File: config.mk
export PLATFORM = sky130hd
export DESIGN_NAME = bridge_demux_flat
export DESIGN_NICKNAME = d
export VERILOG_FILES = /design/src/rtl/bridge_demux_if.sv /design/src/rtl/bridge_demux.sv /design/src/flat_wrapper.sv
export SDC_FILE = /design/constraint.sdc
export NUM_CORES = 1
export LEC_CHECK = 0
export ABC_AREA = 1
export BUFFER_PORTS_ARGS = -buffer_cell sky130_fd_sc_hd__buf_2
export CAP_MARGIN = 20
export CORE_ASPECT_RATIO = 2
export CORE_MARGIN = 5
export CORE_UTILIZATION = 48
export DETAILED_ROUTE_END_ITERATION = 6
export PLACE_DENSITY_LB_ADDON = 0.15
export SLEW_MARGIN = 20
export SYNTH_ARGS = -nofsm -noshare
export SYNTH_HDL_FRONTEND = slang
export SYNTH_SLANG_ARGS = --single-unit
File: constraint.sdc
create_clock -name clk -period 3.2 [get_ports clk]
set_input_delay 0.64 -clock clk [delete_from_list [all_inputs] [get_ports clk]]
set_output_delay 0.64 -clock clk [all_outputs]
set_load 0.05 [all_outputs]
File: src/rtl/bridge_demux_if.sv
// CPU-to-device bridge bus: CPU request/response handshake plus the device-side fan-out.
// No storage; signals only.
// The master side is the CPU and device models; the bridge takes the slave side.
interface bridge_demux_if;
  // CPU request channel
  logic        req_valid;
  logic        req_ready;
  logic        req_we;
  logic [31:0] req_addr;
  logic [3:0]  req_be;
  logic [31:0] req_wdata;
  // CPU response channel
  logic        resp_valid;
  logic        resp_ready;
  logic [31:0] resp_rdata;
  logic        resp_err;
  // device side
  logic [2:0]  dev_sel;
  logic        dev_we;
  logic [31:0] dev_addr;
  logic [3:0]  dev_be;
  logic [31:0] dev_wdata;
  logic [2:0]  dev_ready;
  logic [31:0] dev_rdata0;
  logic [31:0] dev_rdata1;
  logic [31:0] dev_rdata2;

  // CPU and devices: drive requests, response acceptance and device returns
  modport master (
    output req_valid, req_we, req_addr, req_be, req_wdata, resp_ready,
           dev_ready, dev_rdata0, dev_rdata1, dev_rdata2,
    input  req_ready, resp_valid, resp_rdata, resp_err,
           dev_sel, dev_we, dev_addr, dev_be, dev_wdata
  );

  // bridge: accepts requests, steers them to one device, returns the response
  modport slave (
    input  req_valid, req_we, req_addr, req_be, req_wdata, resp_ready,
           dev_ready, dev_rdata0, dev_rdata1, dev_rdata2,
    output req_ready, resp_valid, resp_rdata, resp_err,
           dev_sel, dev_we, dev_addr, dev_be, dev_wdata
  );
endinterface

File: src/rtl/bridge_demux.sv
// Decodes one CPU load/store and steers it to DM, Timer0 or Timer1; returns read data or an error.
// Latency: accept at E, dev_sel in E+1, resp in E+2 with immediate ready; illegal access resp in E+1.
// One request outstanding: req_ready only in IDLE; response held until resp_ready.
module bridge_demux #(
  parameter logic [31:0] DM_HI    = 32'h0000_2FFF,
  parameter logic [31:0] TC0_BASE = 32'h0000_7F00,
  parameter logic [31:0] TC1_BASE = 32'h0000_7F10,
  parameter int          TIMEOUT  = 16
) (
  input logic          clk,
  input logic          reset,
  bridge_demux_if.slave bus
);

  localparam logic [1:0] IDLE   = 2'd0;
  localparam logic [1:0] ACCESS = 2'd1;
  localparam logic [1:0] RESP   = 2'd2;

  localparam int          CW      = $clog2(TIMEOUT + 1);
  localparam logic [CW-1:0] CNT_LAST = CW'(TIMEOUT - 1);
  localparam logic [31:0] TC_SPAN = 32'd11;  // 12-byte timer windows, inclusive

  logic [1:0]    state;
  logic [CW-1:0] cnt;
  logic [2:0]    sel_q;
  logic          we_q;
  logic [31:0]   addr_q;
  logic [3:0]    be_q;
  logic [31:0]   wdata_q;
  logic [31:0]   rdata_q;
  logic          err_q;

  logic          in_dm;
  logic          in_tc0;
  logic          in_tc1;
  logic          legal;
  logic [2:0]    hit_sel;
  logic          sel_ready;
  logic [31:0]   sel_rdata;

  // Address decode of the incoming request; timers need word alignment and full-word stores
  always_comb begin
    in_dm   = (bus.req_addr <= DM_HI);
    in_tc0  = (bus.req_addr >= TC0_BASE) && (bus.req_addr <= TC0_BASE + TC_SPAN);
    in_tc1  = (bus.req_addr >= TC1_BASE) && (bus.req_addr <= TC1_BASE + TC_SPAN);
    legal   = 1'b0;
    hit_sel = 3'b000;
    if ($onehot({in_tc1, in_tc0, in_dm})) begin
      if (in_dm) begin
        legal = 1'b1;
      end else begin
        legal = (bus.req_addr[1:0] == 2'b00) && (!bus.req_we || bus.req_be == 4'b1111);
      end
    end
    if (legal) begin
      hit_sel = {in_tc1, in_tc0, in_dm};
    end
  end

  // Only the selected device's ready and read data are observed
  always_comb begin
    sel_ready = |(bus.dev_ready & sel_q);
    sel_rdata = 32'h0;
    unique case (sel_q)
      3'b001:  sel_rdata = bus.dev_rdata0;
      3'b010:  sel_rdata = bus.dev_rdata1;
      3'b100:  sel_rdata = bus.dev_rdata2;
      default: sel_rdata = 32'h0;
    endcase
  end

  // Request/access/response sequencing; reset aborts any access without a response
  always_ff @(posedge clk) begin
    if (!reset) begin
      state   <= IDLE;
      cnt     <= '0;
      sel_q   <= 3'b000;
      we_q    <= 1'b0;
      addr_q  <= 32'h0;
      be_q    <= 4'h0;
      wdata_q <= 32'h0;
      rdata_q <= 32'h0;
      err_q   <= 1'b0;
    end else begin
      unique case (state)
        IDLE: begin
          if (bus.req_valid) begin
            addr_q  <= bus.req_addr;
            be_q    <= bus.req_be;
            wdata_q <= bus.req_wdata;
            rdata_q <= 32'h0;
            cnt     <= '0;
            if (legal) begin
              sel_q <= hit_sel;
              we_q  <= bus.req_we;
              err_q <= 1'b0;
              state <= ACCESS;
            end else begin
              sel_q <= 3'b000;
              we_q  <= 1'b0;
              err_q <= 1'b1;
              state <= RESP;
            end
          end
        end
        ACCESS: begin
          cnt <= cnt + 1'b1;
          // ready is checked first so it wins over a coinciding timeout
          if (sel_ready) begin
            rdata_q <= we_q ? 32'h0 : sel_rdata;
            err_q   <= 1'b0;
            sel_q   <= 3'b000;
            we_q    <= 1'b0;
            state   <= RESP;
          end else if (cnt == CNT_LAST) begin
            rdata_q <= 32'h0;
            err_q   <= 1'b1;
            sel_q   <= 3'b000;
            we_q    <= 1'b0;
            state   <= RESP;
          end
        end
        RESP: begin
          if (bus.resp_ready) begin
            cnt   <= '0;
            state <= IDLE;
          end
        end
        default: begin
          sel_q <= 3'b000;
          we_q  <= 1'b0;
          state <= IDLE;
        end
      endcase
    end
  end

  // Output mapping: handshakes follow the state, device outputs come from the latches
  always_comb begin
    bus.req_ready  = (state == IDLE);
    bus.resp_valid = (state == RESP);
    bus.resp_rdata = rdata_q;
    bus.resp_err   = err_q;
    bus.dev_sel    = sel_q;
    bus.dev_we     = we_q;
    bus.dev_addr   = addr_q;
    bus.dev_be     = be_q;
    bus.dev_wdata  = wdata_q;
  end

endmodule

File: src/flat_wrapper.sv
// flat-port wrapper written by rule: the top's interface ports become plain ports
module bridge_demux_flat 
#(
  parameter logic [31:0] DM_HI    = 32'h0000_2FFF,
  parameter logic [31:0] TC0_BASE = 32'h0000_7F00,
  parameter logic [31:0] TC1_BASE = 32'h0000_7F10,
  parameter int          TIMEOUT  = 16
)
  (clk, reset, bus_req_valid, bus_req_we, bus_req_addr, bus_req_be, bus_req_wdata, bus_resp_ready, bus_dev_ready, bus_dev_rdata0, bus_dev_rdata1, bus_dev_rdata2, bus_req_ready, bus_resp_valid, bus_resp_rdata, bus_resp_err, bus_dev_sel, bus_dev_we, bus_dev_addr, bus_dev_be, bus_dev_wdata);
  bridge_demux_if bus_i ();
  input logic clk;
  input logic reset;
  input wire logic [$bits(bus_i.req_valid)-1:0] bus_req_valid;
  input wire logic [$bits(bus_i.req_we)-1:0] bus_req_we;
  input wire logic [$bits(bus_i.req_addr)-1:0] bus_req_addr;
  input wire logic [$bits(bus_i.req_be)-1:0] bus_req_be;
  input wire logic [$bits(bus_i.req_wdata)-1:0] bus_req_wdata;
  input wire logic [$bits(bus_i.resp_ready)-1:0] bus_resp_ready;
  input wire logic [$bits(bus_i.dev_ready)-1:0] bus_dev_ready;
  input wire logic [$bits(bus_i.dev_rdata0)-1:0] bus_dev_rdata0;
  input wire logic [$bits(bus_i.dev_rdata1)-1:0] bus_dev_rdata1;
  input wire logic [$bits(bus_i.dev_rdata2)-1:0] bus_dev_rdata2;
  output wire logic [$bits(bus_i.req_ready)-1:0] bus_req_ready;
  output wire logic [$bits(bus_i.resp_valid)-1:0] bus_resp_valid;
  output wire logic [$bits(bus_i.resp_rdata)-1:0] bus_resp_rdata;
  output wire logic [$bits(bus_i.resp_err)-1:0] bus_resp_err;
  output wire logic [$bits(bus_i.dev_sel)-1:0] bus_dev_sel;
  output wire logic [$bits(bus_i.dev_we)-1:0] bus_dev_we;
  output wire logic [$bits(bus_i.dev_addr)-1:0] bus_dev_addr;
  output wire logic [$bits(bus_i.dev_be)-1:0] bus_dev_be;
  output wire logic [$bits(bus_i.dev_wdata)-1:0] bus_dev_wdata;
  assign bus_i.req_valid = bus_req_valid;
  assign bus_i.req_we = bus_req_we;
  assign bus_i.req_addr = bus_req_addr;
  assign bus_i.req_be = bus_req_be;
  assign bus_i.req_wdata = bus_req_wdata;
  assign bus_i.resp_ready = bus_resp_ready;
  assign bus_i.dev_ready = bus_dev_ready;
  assign bus_i.dev_rdata0 = bus_dev_rdata0;
  assign bus_i.dev_rdata1 = bus_dev_rdata1;
  assign bus_i.dev_rdata2 = bus_dev_rdata2;
  assign bus_req_ready = bus_i.req_ready;
  assign bus_resp_valid = bus_i.resp_valid;
  assign bus_resp_rdata = bus_i.resp_rdata;
  assign bus_resp_err = bus_i.resp_err;
  assign bus_dev_sel = bus_i.dev_sel;
  assign bus_dev_we = bus_i.dev_we;
  assign bus_dev_addr = bus_i.dev_addr;
  assign bus_dev_be = bus_i.dev_be;
  assign bus_dev_wdata = bus_i.dev_wdata;
  bridge_demux #(.DM_HI(DM_HI), .TC0_BASE(TC0_BASE), .TC1_BASE(TC1_BASE), .TIMEOUT(TIMEOUT)) u_core (.clk(clk), .reset(reset), .bus(bus_i));
endmodule
==> key figures, run 1 <==
Finish
  – Fin nets: 1,149
  – Finished Cell Area: 0.00672 mm2
  – Reg area: 0.00224 mm2
  – Commonest non-fill, non-tap cell in the layout: buf_2
  – Layout area overhead: 33.8%
  – Most frequent cells in the layout: 278 x buf_2, 156 x nor2_1, 134 x nand2_1
  – Layout cells sized above 1: 33.2%
  – FILL cells: 1,034
  – Post-route insts no fill: 1,116
  – Area of the multi-input gates: 0.00245 mm2
  – Diode count: 0

Timing
  – Max Fclk: 442 MHz
  – Worst-case headroom to the max-slew limit: 45.8%
  – Worst Clk Skew: 0.00617 ns
  – Final Setup Violations: 0
  – RSZ-0062 raised after global routing: no
  – Setup TNS: 0 ns
  – Worst-margin pin slew: 0.813 ns
  – Slew Viols, Final: 0
  – Final worst-path cycle share: 70.7%
  – Fin crit period: 2.26 ns
  – Final hold violations: 0
  – Hold WS: 0.460 ns

Power
  – P_leak: 3.33 nW
  – Total Power: 0.00327 W
  – VDD IR max: 0.454 mV
  – Pwr Density: 486 mW/mm2

Floorplanning
  – DIE AREA: 0.0127 mm2
  – Chip height: 155 um
  – # rows: 53
  – Die width: 82.3 um
  – Floorplan core area: 0.0104 mm2
  – Starting density of the core: 48.3%
  – Num ports: 279

Placed design
  – Port bufs: 278
  – GPL Wtd Cong: 0.855
  – Detailed placer's ending HPWL: 12.5 mm
  – Inst Count DP: 1,100
  – Cell Area, Placed: 0.00643 mm2

Yosys
  – Syn nets: 902
  – Yosys warnings: 0
  – Register area share after synthesis: 44.6%
  – Syn_area_per_cell: 6.91 um2
  – Number of synthesized register bits: 112
  – Synth area leaders: dfxtp_1 45%, nor2_1 12%, nand2_1 10%
  – Synth Instances: 727
  – Yosys top cell area share: 44.6%
  – Area leader, netlist: dfxtp_1
  – Post-Syn Area: 0.00502 mm2
  – Synth cell types: 30

Clocking
  – CTS resizes: 0
  – # H-tree levels: 3
  – Clock latency on the worst-skew pair: 0.33 ns
  – Clock sinks: 112
  – Post-CTS Setup Inserts: 0
  – Num CTS Buffers: 9
  – Bufs on Longest Clock Path: 2
  – CTS tree: built
  – Root Buffer: clkbuf_16
  – CTS clk-pin slew, worst paths: 0.07 ns
  – Hold_buf cts: 0

Routing
  – Vias per cell: 5.16
  – DRT Wirelength: 16.7 mm
  – TritonRoute pass-1 iters: 4
  – Wire per inst: 15.0 um
  – Drt first-iter violations: 210
  – Drt drc: 0
  – Via count: 5,762
  – Final ANT Viol Nets: 0

GRT
  – Overall routing resource usage: 25.3%
  – Vias in the first global route: 5,492
  – First-pass GRT wire length: 25.5 mm
  – Largest net degree at the start of global routing: 71
  – Gr ovfl total: 0
  – Antenna violations before repair: 0

Critical path
  – Crit path arrival time: 2.47 ns
  – Setup CP Type: input pin to flip-flop
  – Worst setup SP type: input pin
  – CP Max Fanout: 4
  – Crit end category: flip-flop
  – Required time worst endpoint: 3.40 ns

Outcome
  – Status: completed

Run
  – Max-capacitance violation count: 0

Min path
  – Hold WC Path Type: flip-flop to flip-flop
==> cells by family (layout without fill, tap and decap cells) <==
kind of cell / after synthesis / in the layout / share of synthesized area, %
DFF: 112 / 112 / 44.6
and+or+nand+nor: 415 / 415 / 35.9
buffers and inverters: 78 / 330 / 6.53
AOI/OAI and AO/OA: 119 / 119 / 12.1
adders and majority gates: 3 / 3 / 0.897
==> sequential cells by signal (all words and copies together) (netlist names) <==
signal and count:
u_core.bus.dev_we 1, u_core.bus.dev_wdata 32, u_core.bus.dev_be 4, u_core.bus.dev_addr 32, u_core.bus.dev_sel 3, u_core.cnt 5, u_core.state 2, u_core.bus.resp_rdata 32
u_core.bus.resp_err 1
==> Yosys cell counts, drive strengths merged <==
| library cell | number |
|---|---|
| nand3 | 75 |
| nor3 | 4 |
| o21ai | 72 |
| nand2 | 135 |
| a21oi | 44 |
| buf | 20 |
| nor2 | 161 |
| clkbuf | 32 |
| inv | 26 |
| fa | 1 |
| a211oi | 1 |
| nand4 | 35 |
| o211ai | 1 |
| a21boi | 1 |
| ha | 2 |
| or2 | 2 |
| dfxtp | 112 |
| nor4 | 1 |
| nor3b | 2 |
==> through the flow <==
step	setup WS, ns	utilization, %
finish	0.936	64.6
global route	0.764	64.6
CTS	0.964	64.6
detailed placement	0.610	61.8
global placement	0.646	61.8
floorplan	0.882	-
==> report_power, final <==
| part | internal [W] | total (W) | switching (W) |
|---|---|---|---|
| combinational | 0.000185 | 0.000689 | 0.000504 |
| sequential | 0.00147 | 0.00151 | 0.0000353 |
| clock | 0.000575 | 0.00107 | 0.000495 |
| total | 0.00223 | 0.00327 | 0.00103 |
==> worst max-delay path, cell delays in order <==
cell	delay (ns)
buf_2	0.10
nor2_1	0.10
nand2_1	0.08
or2_2	0.29
nor4_1	0.32
fa_1	0.49
nand2_1	0.09
nor2_1	0.07
a21boi_1	0.15
nand2_1	0.08
a21oi_1	0.05
==> final timing paths <==
kind              slack [ns]  cells after the start                 startpoint                   endpoint
hold / removal          0.46                      2  u_core.bus.resp_rdata[26]  u_core.bus.resp_rdata[26]
hold reg to reg         0.46                      2  u_core.bus.resp_rdata[26]  u_core.bus.resp_rdata[26]
setup reg to reg        1.16                      8      u_core.bus.dev_sel[0]   u_core.bus.resp_rdata[0]
setup / recovery        0.94                     11            bus_req_addr[6]      u_core.bus.dev_sel[1]
==> routing by layer <==
layer  global-route usage (%)  wire length, um  vias up
met1                     25.9             5970     2598
met4                     10.6              607        0
met3                     6.35             1470       36
li1                         -                -     2893
met5                        0                0        -
met2                     46.6             8680      235
==> final cells by class <==
class	count	share of cell area, %
clock buffers	11	3.76
clock inverters	5	0.577
inverters	26	1.45
multi-input cells	537	36.5
flip-flops and latches	112	33.4
well taps	137	2.55
repair buffers	288	21.8
No activity file was read; power rests on OpenSTA's default activity.
==> inputs of run 2 (changes only) <==
--- a/config.mk
+++ b/config.mk
@@ -5,12 +5,12 @@
 export SDC_FILE = /design/constraint.sdc
 export NUM_CORES = 1
 export LEC_CHECK = 0
-export ABC_AREA = 1
+export ABC_AREA = 0
 export BUFFER_PORTS_ARGS = -buffer_cell sky130_fd_sc_hd__buf_2
 export CAP_MARGIN = 20
 export CORE_ASPECT_RATIO = 2
 export CORE_MARGIN = 5
-export CORE_UTILIZATION = 48
+export CORE_UTILIZATION = 40
 export DETAILED_ROUTE_END_ITERATION = 6
 export PLACE_DENSITY_LB_ADDON = 0.15
 export SLEW_MARGIN = 20
==> constraint.sdc (replaced) <==
create_clock -name clk -period 2 [get_ports clk]
set_input_delay 0.4 -clock clk [delete_from_list [all_inputs] [get_ports clk]]
set_output_delay 0.4 -clock clk [all_outputs]
set_load 0.05 [all_outputs]
==> run 2 against run 1 <==
  * The run now ends with setup timing left
  * Largest cell class unchanged
  * Power is 58% higher
  * Register-to-register slack lost 0.99 ns
  * Die area up 18%
  * Critical path depth fell by 1
  * Cell area grew 7.0%
  * Critical endpoint is now u_core.state[0]
  * Flip-flop and latch count did not move
==> key figures, run 2 <==
Outcome
  – Status: finished with violations
  – Violated checks: setup timing

Finish
  – Fin nets: 1,069
  – FILL cells: 1,190
  – Commonest non-fill, non-tap cell in the layout: buf_2
  – Reg area: 0.00225 mm2
  – Finished Cell Area: 0.00720 mm2
  – Layout cells sized above 1: 39.5%
  – Area of the multi-input gates: 0.00262 mm2
  – Diode count: 0
  – Most frequent cells in the layout: 277 x buf_2, 176 x nand2_1, 109 x dfxtp_1
  – Layout area overhead: 43.5%

Yosys
  – Yosys warnings: 0
  – Post-Syn Area: 0.00501 mm2
  – Synth cell types: 47
  – Post-synthesis async set-or-reset flop share: 0%
  – Number of synthesized register bits: 112
  – Ys flop type: dfxtp_1
  – Area leader, netlist: dfxtp_1
  – Synth Instances: 612
  – Synth area leaders: dfxtp_1 45%, nand2_1 13%, a21boi_0 11%
  – Syn_area_per_cell: 8.19 um2
  – Most frequent cell after synthesis: nand2_1
  – Post-synth top cells: 177 x nand2_1, 112 x dfxtp_1, 72 x a21boi_0
  – EDFF count, synth: 0
  – Syn nets: 787
  – Register area share after synthesis: 44.7%
  – Yosys top cell area share: 44.7%

Power
  – Switching share of power: 27.9%
  – Int Pwr: 0.00372 W
  – VDD IR max: 0.454 mV
  – P_leak: 3.23 nW
  – Clock share of power: 37.3%
  – Combinational fraction of design power: 17.1%
  – Reg power frac: 45.6%
  – NetSw: 0.00144 W
  – Pwr Density: 718 mW/mm2

Placed design
  – Detailed placer's ending HPWL: 11.7 mm
  – GPL Wtd Cong: 0.818
  – Cell Area, Placed: 0.00683 mm2
  – Port bufs: 278

Critical path
  – R2r setup slk: 0.17 ns
  – Required time worst endpoint: 2.24 ns
  – CP max stage cell: or4_4
  – Max incr delay on CP: 0.55 ns
  – Worst setup SP type: input pin
  – Delay-heaviest family, CP: simple AND/OR/NAND/NOR gates
  – Critical path buffers and inverters: 1
  – Crit path cell chain: buf_6 > or4_4 > or3_4 > nor4_4 > fa_1 > nor4b_4 > and4_1 > a22oi_2 > nor2_1 > o21a_1
  – Setup CP Type: input pin to flip-flop
  – Crit end category: flip-flop
  – CP Max Fanout: 6
  – Crit path arrival time: 3.14 ns

Timing
  – Final worst slack: -0.904 ns
  – Fin crit period: 2.90 ns
  – Slew Viols, Final: 0
  – Worst Clk Skew: 0.00858 ns
  – Final worst-path cycle share: 145%
  – Worst-case headroom to the max-slew limit: 66.6%
  – Hold WS: 0.295 ns
  – Final hold violations: 0
  – Final Setup Violations: 7
  – Worst-margin pin slew: 0.502 ns
  – Max Fclk: 344 MHz
  – RSZ-0062 raised after global routing: yes

Floorplanning
  – Die width: 89.2 um
  – Starting density of the core: 40.4%
  – Num ports: 279
  – Floorplan core area: 0.0124 mm2
  – # rows: 58
  – DIE AREA: 0.0150 mm2
  – Chip height: 168 um

GRT
  – Largest net degree at the start of global routing: 61
  – Antenna violations before repair: 0
  – Vias in the first global route: 4,970
  – First-pass GRT wire length: 23.9 mm
  – Overall routing resource usage: 19.8%
  – Gr ovfl total: 0

Min path
  – Hold WC Path Type: input pin to flip-flop

Clocking
  – # H-tree levels: 3
  – Num CTS Buffers: 9
  – Root Buffer: clkbuf_16
  – Clock latency on the worst-skew pair: 0.34 ns
  – Clock sinks: 112
  – CTS tree: built
  – CTS clk-pin slew, worst paths: 0.08 ns
  – Bufs on Longest Clock Path: 2

Routing
  – Via count: 5,221
  – Drt drc: 0
  – Final ANT Viol Nets: 0
  – Vias per cell: 4.98
  – DRT Wirelength: 15.3 mm
  – Wire per inst: 14.6 um
  – TritonRoute pass-1 iters: 7
  – Drt first-iter violations: 228

Run
  – Max-capacitance violation count: 0
run 2: cell types whose count changed after synthesis, moves of 32 or more:
cell      previous run  this run
a21oi_1             43         3
nor2_1             156         6
a21boi_0             0        72
nand4_1             35         3
a22oi_1              0        65
nand2_1            134       177
nand3_1             73         2
o21ai_0             70        34
nor2b_1              0        37
run 2: power by group through the flow:
stage          Sequential (W)  Clock, W  Combinational, W
3_5_place_dp          0.00241         0          0.000891
5_1_grt               0.00236   0.00206          0.000959
3_3_place_gp          0.00240         0          0.000884
6_report              0.00235   0.00192          0.000885
2_1_floorplan         0.00269         0          0.000233
4_1_cts               0.00235   0.00198          0.000894
run 2: final timing paths:
check,from,end,cells past startpoint
worst max-delay path,bus_req_addr[24],u_core.state[0],10
worst min-delay path,bus_req_wdata[5],u_core.bus.dev_wdata[5],3
worst max register to register,u_core.cnt[0],u_core.bus.dev_sel[1],9
worst min register to register,u_core.bus.dev_be[1],u_core.bus.dev_be[1],2
run 2: worst register-to-register path, delay by kind of cell, from the launching register on:
family / cells / cell delay, ns
AND/OR/NAND/NOR: 3 / 0.63
flip-flops: 1 / 0.38
adder cells (fa/ha/maj): 2 / 0.32
buffers and inverters: 2 / 0.22
AO/OA/AOI/OAI: 2 / 0.22
run 2: what timing repair did:
item / in CTS / in global routing
gates resized for setup: 4 / 1
hold buffers: 0 / 0
setup buffers: 1 / 3
endpoints found under the setup margin: 7 / 14
pin swaps: 6 / 12
run 2: kinds of logic after synthesis:
kind of cell    count (synthesis)  share of synthesized area, %
buf+inv                        54                          4.67
compound gates                185                          26.0
mux                             1                         0.200
xor+xnor                        2                         0.349
flops                         112                          44.7
simple gates                  255                          23.2
fa+ha+maj                       3                         0.898
run 2: area by class of cell:
cell class,instances,share of cell area [%]
Clock inverter,6,1.29
Clock buffer,9,3.13
Sequential cell,112,31.2
Tap cell,150,2.61
Timing Repair Buffer,321,25.1
Inverter,4,0.209
Multi-Input combinational cell,446,36.4
run 2: per-layer routing:
layer  up-vias  GRT usage (%)  part of all wire (%)
li1       2675              -                     -
met1      2350           25.6                    42
met2       184           31.6                    48
met3        12           6.12                   9.7
met4         0           5.38                   1.2
met5         -              0                     0
run 2: stage by stage:
stage | util [%] | power, W | worst slack (ns) | setup TNS, ns | instances
after global routing | 58.0 | 0.00538 | -0.964 | -5.99 | 1048
final | 58.0 | 0.00516 | -0.904 | -5.49 | 1048
after floorplan | - | 0.00293 | -0.953 | -10.79 | 612
after CTS | 57.7 | 0.00523 | -0.874 | -5.12 | 1045
after detailed placement | 55.0 | 0.00330 | -1.29 | -8.06 | 1029
after global placement | 55.0 | 0.00329 | -1.17 | -7.25 | 1029
